[src/rtl/izhikevich_array.sv]
// rtl/izhikevich_array.sv - round-robin Izhikevich neuron engine with internal v/u state file
// Define IZH_SATURATE_EN to clamp products and sums; otherwise results wrap modulo 2^WIDTH.
module izhikevich_array #(
   parameter int WIDTH     = 17,
   parameter int FRAC      = 8,
   parameter int N_NEURONS = 16,
   parameter int THRESH    = 30 << FRAC,
   parameter int V_INIT    = -(65 << FRAC),
   parameter int U_INIT    = -(13 << FRAC)
) (
   input  logic                         clk,
   input  logic                         rst,
   input  logic signed [WIDTH-1:0]      a,
   input  logic signed [WIDTH-1:0]      b,
   input  logic signed [WIDTH-1:0]      c,
   input  logic signed [WIDTH-1:0]      d,
   input  logic                         in_valid,
   output logic                         in_ready,
   input  logic signed [WIDTH-1:0]      in_current,
   output logic [$clog2(N_NEURONS)-1:0] in_idx,
   output logic                         out_valid,
   input  logic                         out_ready,
   output logic [$clog2(N_NEURONS)-1:0] out_idx,
   output logic signed [WIDTH-1:0]      out_v,
   output logic signed [WIDTH-1:0]      out_u,
   output logic                         out_fired,
   output logic                         out_last
);
   localparam int IDXW = $clog2(N_NEURONS);

   typedef logic signed [WIDTH-1:0]   word_t;
   typedef logic signed [WIDTH+1:0]   wide_t;
   typedef logic signed [2*WIDTH-1:0] dbl_t;
   typedef logic [IDXW-1:0]           idx_t;

   localparam word_t KCOEF    = WIDTH'((4 * (1 << FRAC) + 50) / 100);
   localparam word_t THR      = WIDTH'(THRESH);
   localparam word_t VINIT    = WIDTH'(V_INIT);
   localparam word_t UINIT    = WIDTH'(U_INIT);
   localparam wide_t C140     = (WIDTH+2)'(140 << FRAC);
   localparam idx_t  LAST_IDX = IDXW'(N_NEURONS - 1);

   if (N_NEURONS < 5) begin : g_n_check
      $error("izhikevich_array: N_NEURONS must be at least 5");
   end

`ifdef IZH_SATURATE_EN
   localparam dbl_t WMAX = dbl_t'(2 ** (WIDTH - 1) - 1);
   localparam dbl_t WMIN = dbl_t'(-(2 ** (WIDTH - 1)));
`endif

   function automatic word_t fit(input dbl_t x);
`ifdef IZH_SATURATE_EN
      if (x > WMAX) return WIDTH'(WMAX);
      if (x < WMIN) return WIDTH'(WMIN);
`endif
      return WIDTH'(x);
   endfunction

   function automatic wide_t ext(input word_t x);
      return (WIDTH+2)'(x);
   endfunction

   function automatic word_t rsum(input wide_t x);
      return fit((2*WIDTH)'(x));
   endfunction

   // Fixed-point multiply: full-width product, floor shift by FRAC, then reduce.
   function automatic word_t mul(input word_t x, input word_t y);
      dbl_t p;
      p = (2*WIDTH)'(x) * (2*WIDTH)'(y);
      return fit(p >>> FRAC);
   endfunction

   word_t v_mem_q [N_NEURONS];
   word_t u_mem_q [N_NEURONS];
   idx_t  in_idx_q, in_idx_d;

   logic  vld1_q;
   word_t v1_q, u1_q, i1_q, a1_q, c1_q, d1_q;
   word_t kv1_q, v5_1_q, bv1_q, kv1_d, v5_1_d, bv1_d;
   idx_t  idx1_q;

   logic  vld2_q;
   word_t v2_q, u2_q, i2_q, a2_q, c2_q, d2_q;
   word_t kvv2_q, v5_2_q, bmu2_q, kvv2_d, bmu2_d;
   idx_t  idx2_q;

   logic  vld3_q;
   word_t v3_q, u3_q, i3_q, c3_q, d3_q;
   word_t s3_q, abu3_q, s3_d, abu3_d;
   idx_t  idx3_q;

   logic  vld4_q;
   word_t c4_q, vn4_q, un4_q, us4_q, vn4_d, un4_d, us4_d;
   idx_t  idx4_q;

   logic  out_valid_q, out_fired_q, out_last_q;
   word_t out_v_q, out_u_q;
   idx_t  out_idx_q;

   logic  en, accept, fire;
   word_t rd_v, rd_u, wb_v, wb_u;

   always_comb begin
      en       = !out_valid_q || out_ready;
      accept   = in_valid && en;
      rd_v     = v_mem_q[in_idx_q];
      rd_u     = u_mem_q[in_idx_q];
      in_idx_d = in_idx_q;
      if (accept) begin
         in_idx_d = (in_idx_q == LAST_IDX) ? '0 : in_idx_q + IDXW'(1);
      end

      kv1_d  = mul(KCOEF, rd_v);
      v5_1_d = rsum((ext(rd_v) <<< 2) + ext(rd_v));
      bv1_d  = mul(b, rd_v);

      kvv2_d = mul(kv1_q, v1_q);
      bmu2_d = rsum(ext(bv1_q) - ext(u1_q));

      s3_d   = rsum(ext(kvv2_q) + ext(v5_2_q) + C140 - ext(u2_q));
      abu3_d = mul(a2_q, bmu2_q);

      vn4_d  = rsum(ext(s3_q) + ext(i3_q) + ext(v3_q));
      un4_d  = rsum(ext(u3_q) + ext(abu3_q));
      us4_d  = rsum(ext(u3_q) + ext(d3_q));

      fire   = (vn4_q >= THR);
      wb_v   = fire ? c4_q : vn4_q;
      wb_u   = fire ? us4_q : un4_q;
   end

   always_ff @(posedge clk) begin
      if (rst) begin
         in_idx_q    <= '0;
         vld1_q      <= 1'b0;
         vld2_q      <= 1'b0;
         vld3_q      <= 1'b0;
         vld4_q      <= 1'b0;
         out_valid_q <= 1'b0;
         out_fired_q <= 1'b0;
         out_last_q  <= 1'b0;
         out_idx_q   <= '0;
         out_v_q     <= '0;
         out_u_q     <= '0;
         for (int k = 0; k < N_NEURONS; k++) begin
            v_mem_q[k] <= VINIT;
            u_mem_q[k] <= UINIT;
         end
      end else if (en) begin
         in_idx_q <= in_idx_d;

         vld1_q <= in_valid;
         v1_q   <= rd_v;
         u1_q   <= rd_u;
         i1_q   <= in_current;
         a1_q   <= a;
         c1_q   <= c;
         d1_q   <= d;
         idx1_q <= in_idx_q;
         kv1_q  <= kv1_d;
         v5_1_q <= v5_1_d;
         bv1_q  <= bv1_d;

         vld2_q <= vld1_q;
         v2_q   <= v1_q;
         u2_q   <= u1_q;
         i2_q   <= i1_q;
         a2_q   <= a1_q;
         c2_q   <= c1_q;
         d2_q   <= d1_q;
         idx2_q <= idx1_q;
         kvv2_q <= kvv2_d;
         v5_2_q <= v5_1_q;
         bmu2_q <= bmu2_d;

         vld3_q <= vld2_q;
         v3_q   <= v2_q;
         u3_q   <= u2_q;
         i3_q   <= i2_q;
         c3_q   <= c2_q;
         d3_q   <= d2_q;
         idx3_q <= idx2_q;
         s3_q   <= s3_d;
         abu3_q <= abu3_d;

         vld4_q <= vld3_q;
         c4_q   <= c3_q;
         idx4_q <= idx3_q;
         vn4_q  <= vn4_d;
         un4_q  <= un4_d;
         us4_q  <= us4_d;

         // Output load and state write-back share one edge; N_NEURONS >= 5 keeps reads clear of it.
         out_valid_q <= vld4_q;
         if (vld4_q) begin
            out_idx_q        <= idx4_q;
            out_v_q          <= wb_v;
            out_u_q          <= wb_u;
            out_fired_q      <= fire;
            out_last_q       <= (idx4_q == LAST_IDX);
            v_mem_q[idx4_q]  <= wb_v;
            u_mem_q[idx4_q]  <= wb_u;
         end
      end
   end

   assign in_ready  = en;
   assign in_idx    = in_idx_q;
   assign out_valid = out_valid_q;
   assign out_idx   = out_idx_q;
   assign out_v     = out_v_q;
   assign out_u     = out_u_q;
   assign out_fired = out_fired_q;
   assign out_last  = out_last_q;
endmodule

[config.mk]
export PLATFORM = sky130hd
export DESIGN_NAME = izhikevich_array
export DESIGN_NICKNAME = d
export VERILOG_FILES = /design/src/rtl/izhikevich_array.sv
export SDC_FILE = /design/constraint.sdc
export NUM_CORES = 2
export LEC_CHECK = 0
export ABC_CLOCK_PERIOD_IN_PS = 32900
export BUFFER_PORTS_ARGS = -buffer_cell sky130_fd_sc_hd__buf_2
export CAP_MARGIN = 40
export CELL_PAD_IN_SITES_DETAIL_PLACEMENT = 1
export CELL_PAD_IN_SITES_GLOBAL_PLACEMENT = 1
export CORE_ASPECT_RATIO = 1.2
export CORE_MARGIN = 2
export CORE_UTILIZATION = 45
export DETAILED_ROUTE_END_ITERATION = 8
export GPL_ROUTABILITY_DRIVEN = 1
export PLACE_DENSITY_LB_ADDON = 0.1
export SLEW_MARGIN = 40
export SYNTH_ARGS = -nofsm -noshare
export SYNTH_HDL_FRONTEND = slang
export SYNTH_SLANG_ARGS = --single-unit
[constraint.sdc]
create_clock -name clk -period 32.9 [get_ports clk]
set_input_delay 6.58 -clock clk [delete_from_list [all_inputs] [get_ports clk]]
set_output_delay 6.58 -clock clk [all_outputs]
set_load 0.01 [all_outputs]
==> results.py <==
metrics = {
    "timing": {
        "grt_setup_unrepaired": "no",
        "clock.fmax_mhz": 70.9,
        "fin_crit_ps": 14090,
        "period_share": 0.428,
        "worst_pin_slew_ps": 888,
        "finClkSkew_ps": 87.9,
        "setup_viol": 0,
        "relSlewSlack": 0.408,
        "final-hold-violation-count": 0,
        "tns_ps": 0,
        "slew_viol_final": 0,
    },
    "finish": {
        "synthToLayoutAreaGrowth_pct": 10.5,
        "nets": 6785,
        "fillCellCount": 15700,
        "top_regs": "u_mem_q: 272 flops, v_mem_q: 272 flops",
        "final_common_cell": "edfxtp_1",
        "drive_gt1_frac": 0.117,
        "n_antenna_cell": 0,
        "final_cell_mix": "edfxtp_1 (1046), inv_1 (888), nand2_1 (682)",
        "fin_cells": 7816,
        "finish.instance_area_sq_um": 76800,
    },
    "logic_synthesis": {
        "syn_area_sq_um": 69500,
        "ys.flop_type": "edfxtp_1",
        "yosysTopAreaCell": "edfxtp_1",
        "synth_top_area_frac": 0.452,
        "yosys_warnings": 0,
        "synth_cells": 5607,
        "avgSynthCellArea_sq_um": 12.4,
        "synthArstFlopShare": 0,
        "synth-edff-count": 1046,
        "synth_seq_area_share": 0.467,
        "yosys_register_bits": 1099,
        "syn_nets": 6676,
        "synth.distinct_cells": 71,
        "yosys-top-cells-area": "edfxtp_1 (45%), fa_1 (19%), ha_1 (6.0%)",
    },
    "worst_setup_path": {
        "reg2reg_slack_ps": 24320,
        "crit_type": "in -> out",
        "required_ps": 26320,
        "r2r_end": "bv1_q[12]",
        "startpoint_type": "input pin",
        "cp.arrival_ps": 7510,
        "endpoint_kind": "primary output",
        "r2r_cells": 24,
        "path_max_fanout": 10,
    },
    "global_route": {
        "grtUsageTotal": 0.249,
        "antenna_found_initial": 3,
        "grt_overflow_total": 0,
        "grt_max_degree": 75,
        "first_global_vias": 46500,
        "grt_pass1_wl_um": 290000,
    },
    "route": {
        "ant_nets": 0,
        "viasPerCell": 5.36,
        "wl_per_cell_um": 24.4,
        "vias": 41900,
        "wl_um": 191000,
        "drtIter0Drc": 2543,
        "first_pass_iters": 5,
        "drc": 0,
    },
    "place": {
        "dp.cells": 7598,
        "io_buffers": 134,
        "place_area_sq_um": 72900,
        "dp_hpwl_um": 134000,
        "gp_congestion": 0.803,
    },
    "clock_tree": {
        "cts-root-buf": "clkbuf_16",
        "cts.clk_slew.worst_paths_ps": 70,
        "htreeDepth": 3,
        "cts-buffers-inserted": 114,
        "cts_sinks": 1099,
        "clk_path_buf_depth": 3,
        "clk_latency_ps": 770,
        "cts_tree": "done",
        "cts_resized": 0,
        "cts_setup_buffers": 0,
        "cts_hold_buf": 0,
    },
    "floorplan": {
        "start_util": 0.452,
        "die_area_sq_um": 158000,
        "ioPinCount": 135,
        "core_sq_um": 154000,
        "num_rows": 158,
        "die_height_um": 435,
        "die_w_um": 363,
    },
    "min_path": {
        "min_path_cells": 0,
        "worstHoldStart": "i2_q[6]",
        "min_to": "i3_q[6]",
        "hold_path.class": "reg -> reg",
    },
    "run_status": {
        "status": "complete, no violations",
    },
    "run": {
        "maxCapViolCount": 0,
    },
}
## through the flow
step	hold WS [ps]	setup slack, ps	utilization
CTS	381	18790	0.498
global placement	403	18860	0.472
detailed placement	405	18790	0.473
floorplan	400	3580	-
finish	388	18810	0.499
global route	400	18710	0.499
## how the worst max path moves through the flow
stage	startpoint	to	slack (ps)	cells after the start
floorplan	rst	a1_q[0]	3580	4
global placement	out_ready	in_ready	18860	4
detailed placement	out_ready	in_ready	18790	4
CTS	out_ready	in_ready	18790	4
global route	out_ready	in_ready	18710	4
finish	out_ready	in_ready	18810	4
## logic make-up (layout without fill, tap and decap cells)
kind of cell | after synthesis | in the layout | share of synthesized area
AOI/OAI and AO/OA | 322 | 322 | 0.0305
xor gates and xnor gates | 203 | 203 | 0.0256
adders and majority gates | 980 | 980 | 0.246
buffers and inverters | 1137 | 1346 | 0.0628
DFF | 1099 | 1099 | 0.467
muxes | 215 | 215 | 0.0608
and+or+nand+nor | 1651 | 1651 | 0.107
## final cells by class
class | count | area [sq um] | share of cell area
Sequential cell | 1099 | 32500 | 0.423
Clock buffer | 147 | 3170 | 0.0412
Inverter | 889 | 3340 | 0.0434
Tap cell | 2000 | 2500 | 0.0326
Timing Repair Buffer | 241 | 1620 | 0.0210
Multi-Input combinational cell | 3371 | 33000 | 0.429
Clock inverter | 69 | 732 | 0.00953
## synth_stat cells, types with 8 or more instances
| library cell | n |
|---|---|
| or3_1 | 21 |
| o31ai_1 | 12 |
| nor2b_1 | 15 |
| nor3_1 | 23 |
| ha_1 | 332 |
| xor2_1 | 53 |
| a21oi_1 | 99 |
| a21o_1 | 22 |
| a31oi_1 | 11 |
| dfxtp_1 | 53 |
| or2_2 | 15 |
| nand2b_1 | 39 |
| nand3_1 | 31 |
| mux2i_1 | 48 |
| o21a_1 | 16 |
| nand2_1 | 684 |
| clkbuf_1 | 219 |
| and2_1 | 345 |
| nor2_1 | 447 |
| buf_2 | 11 |
| o21bai_1 | 14 |
| inv_1 | 888 |
| a211oi_1 | 41 |
| mux4_2 | 161 |
| edfxtp_1 | 1046 |
| and3_1 | 16 |
| xnor2_1 | 150 |
| o21ai_0 | 41 |
| fa_1 | 648 |
| o21ai_1 | 8 |
## worst max-delay path: stages
cell	delay [ps]
buf_2	100
nor2b_1	460
inv_2	180
buf_2	190
## per-layer routing
layer,track usage,vias up,wire length [um]
li1,-,18600,-
met4,0.0749,0,5670
met5,0,-,0
met3,0.0281,245,8180
met2,0.446,877,98600
met1,0.316,22200,78100
Power is not shown: default switching activity piles up to over one toggle a cycle in this logic, so the estimate is an artifact.
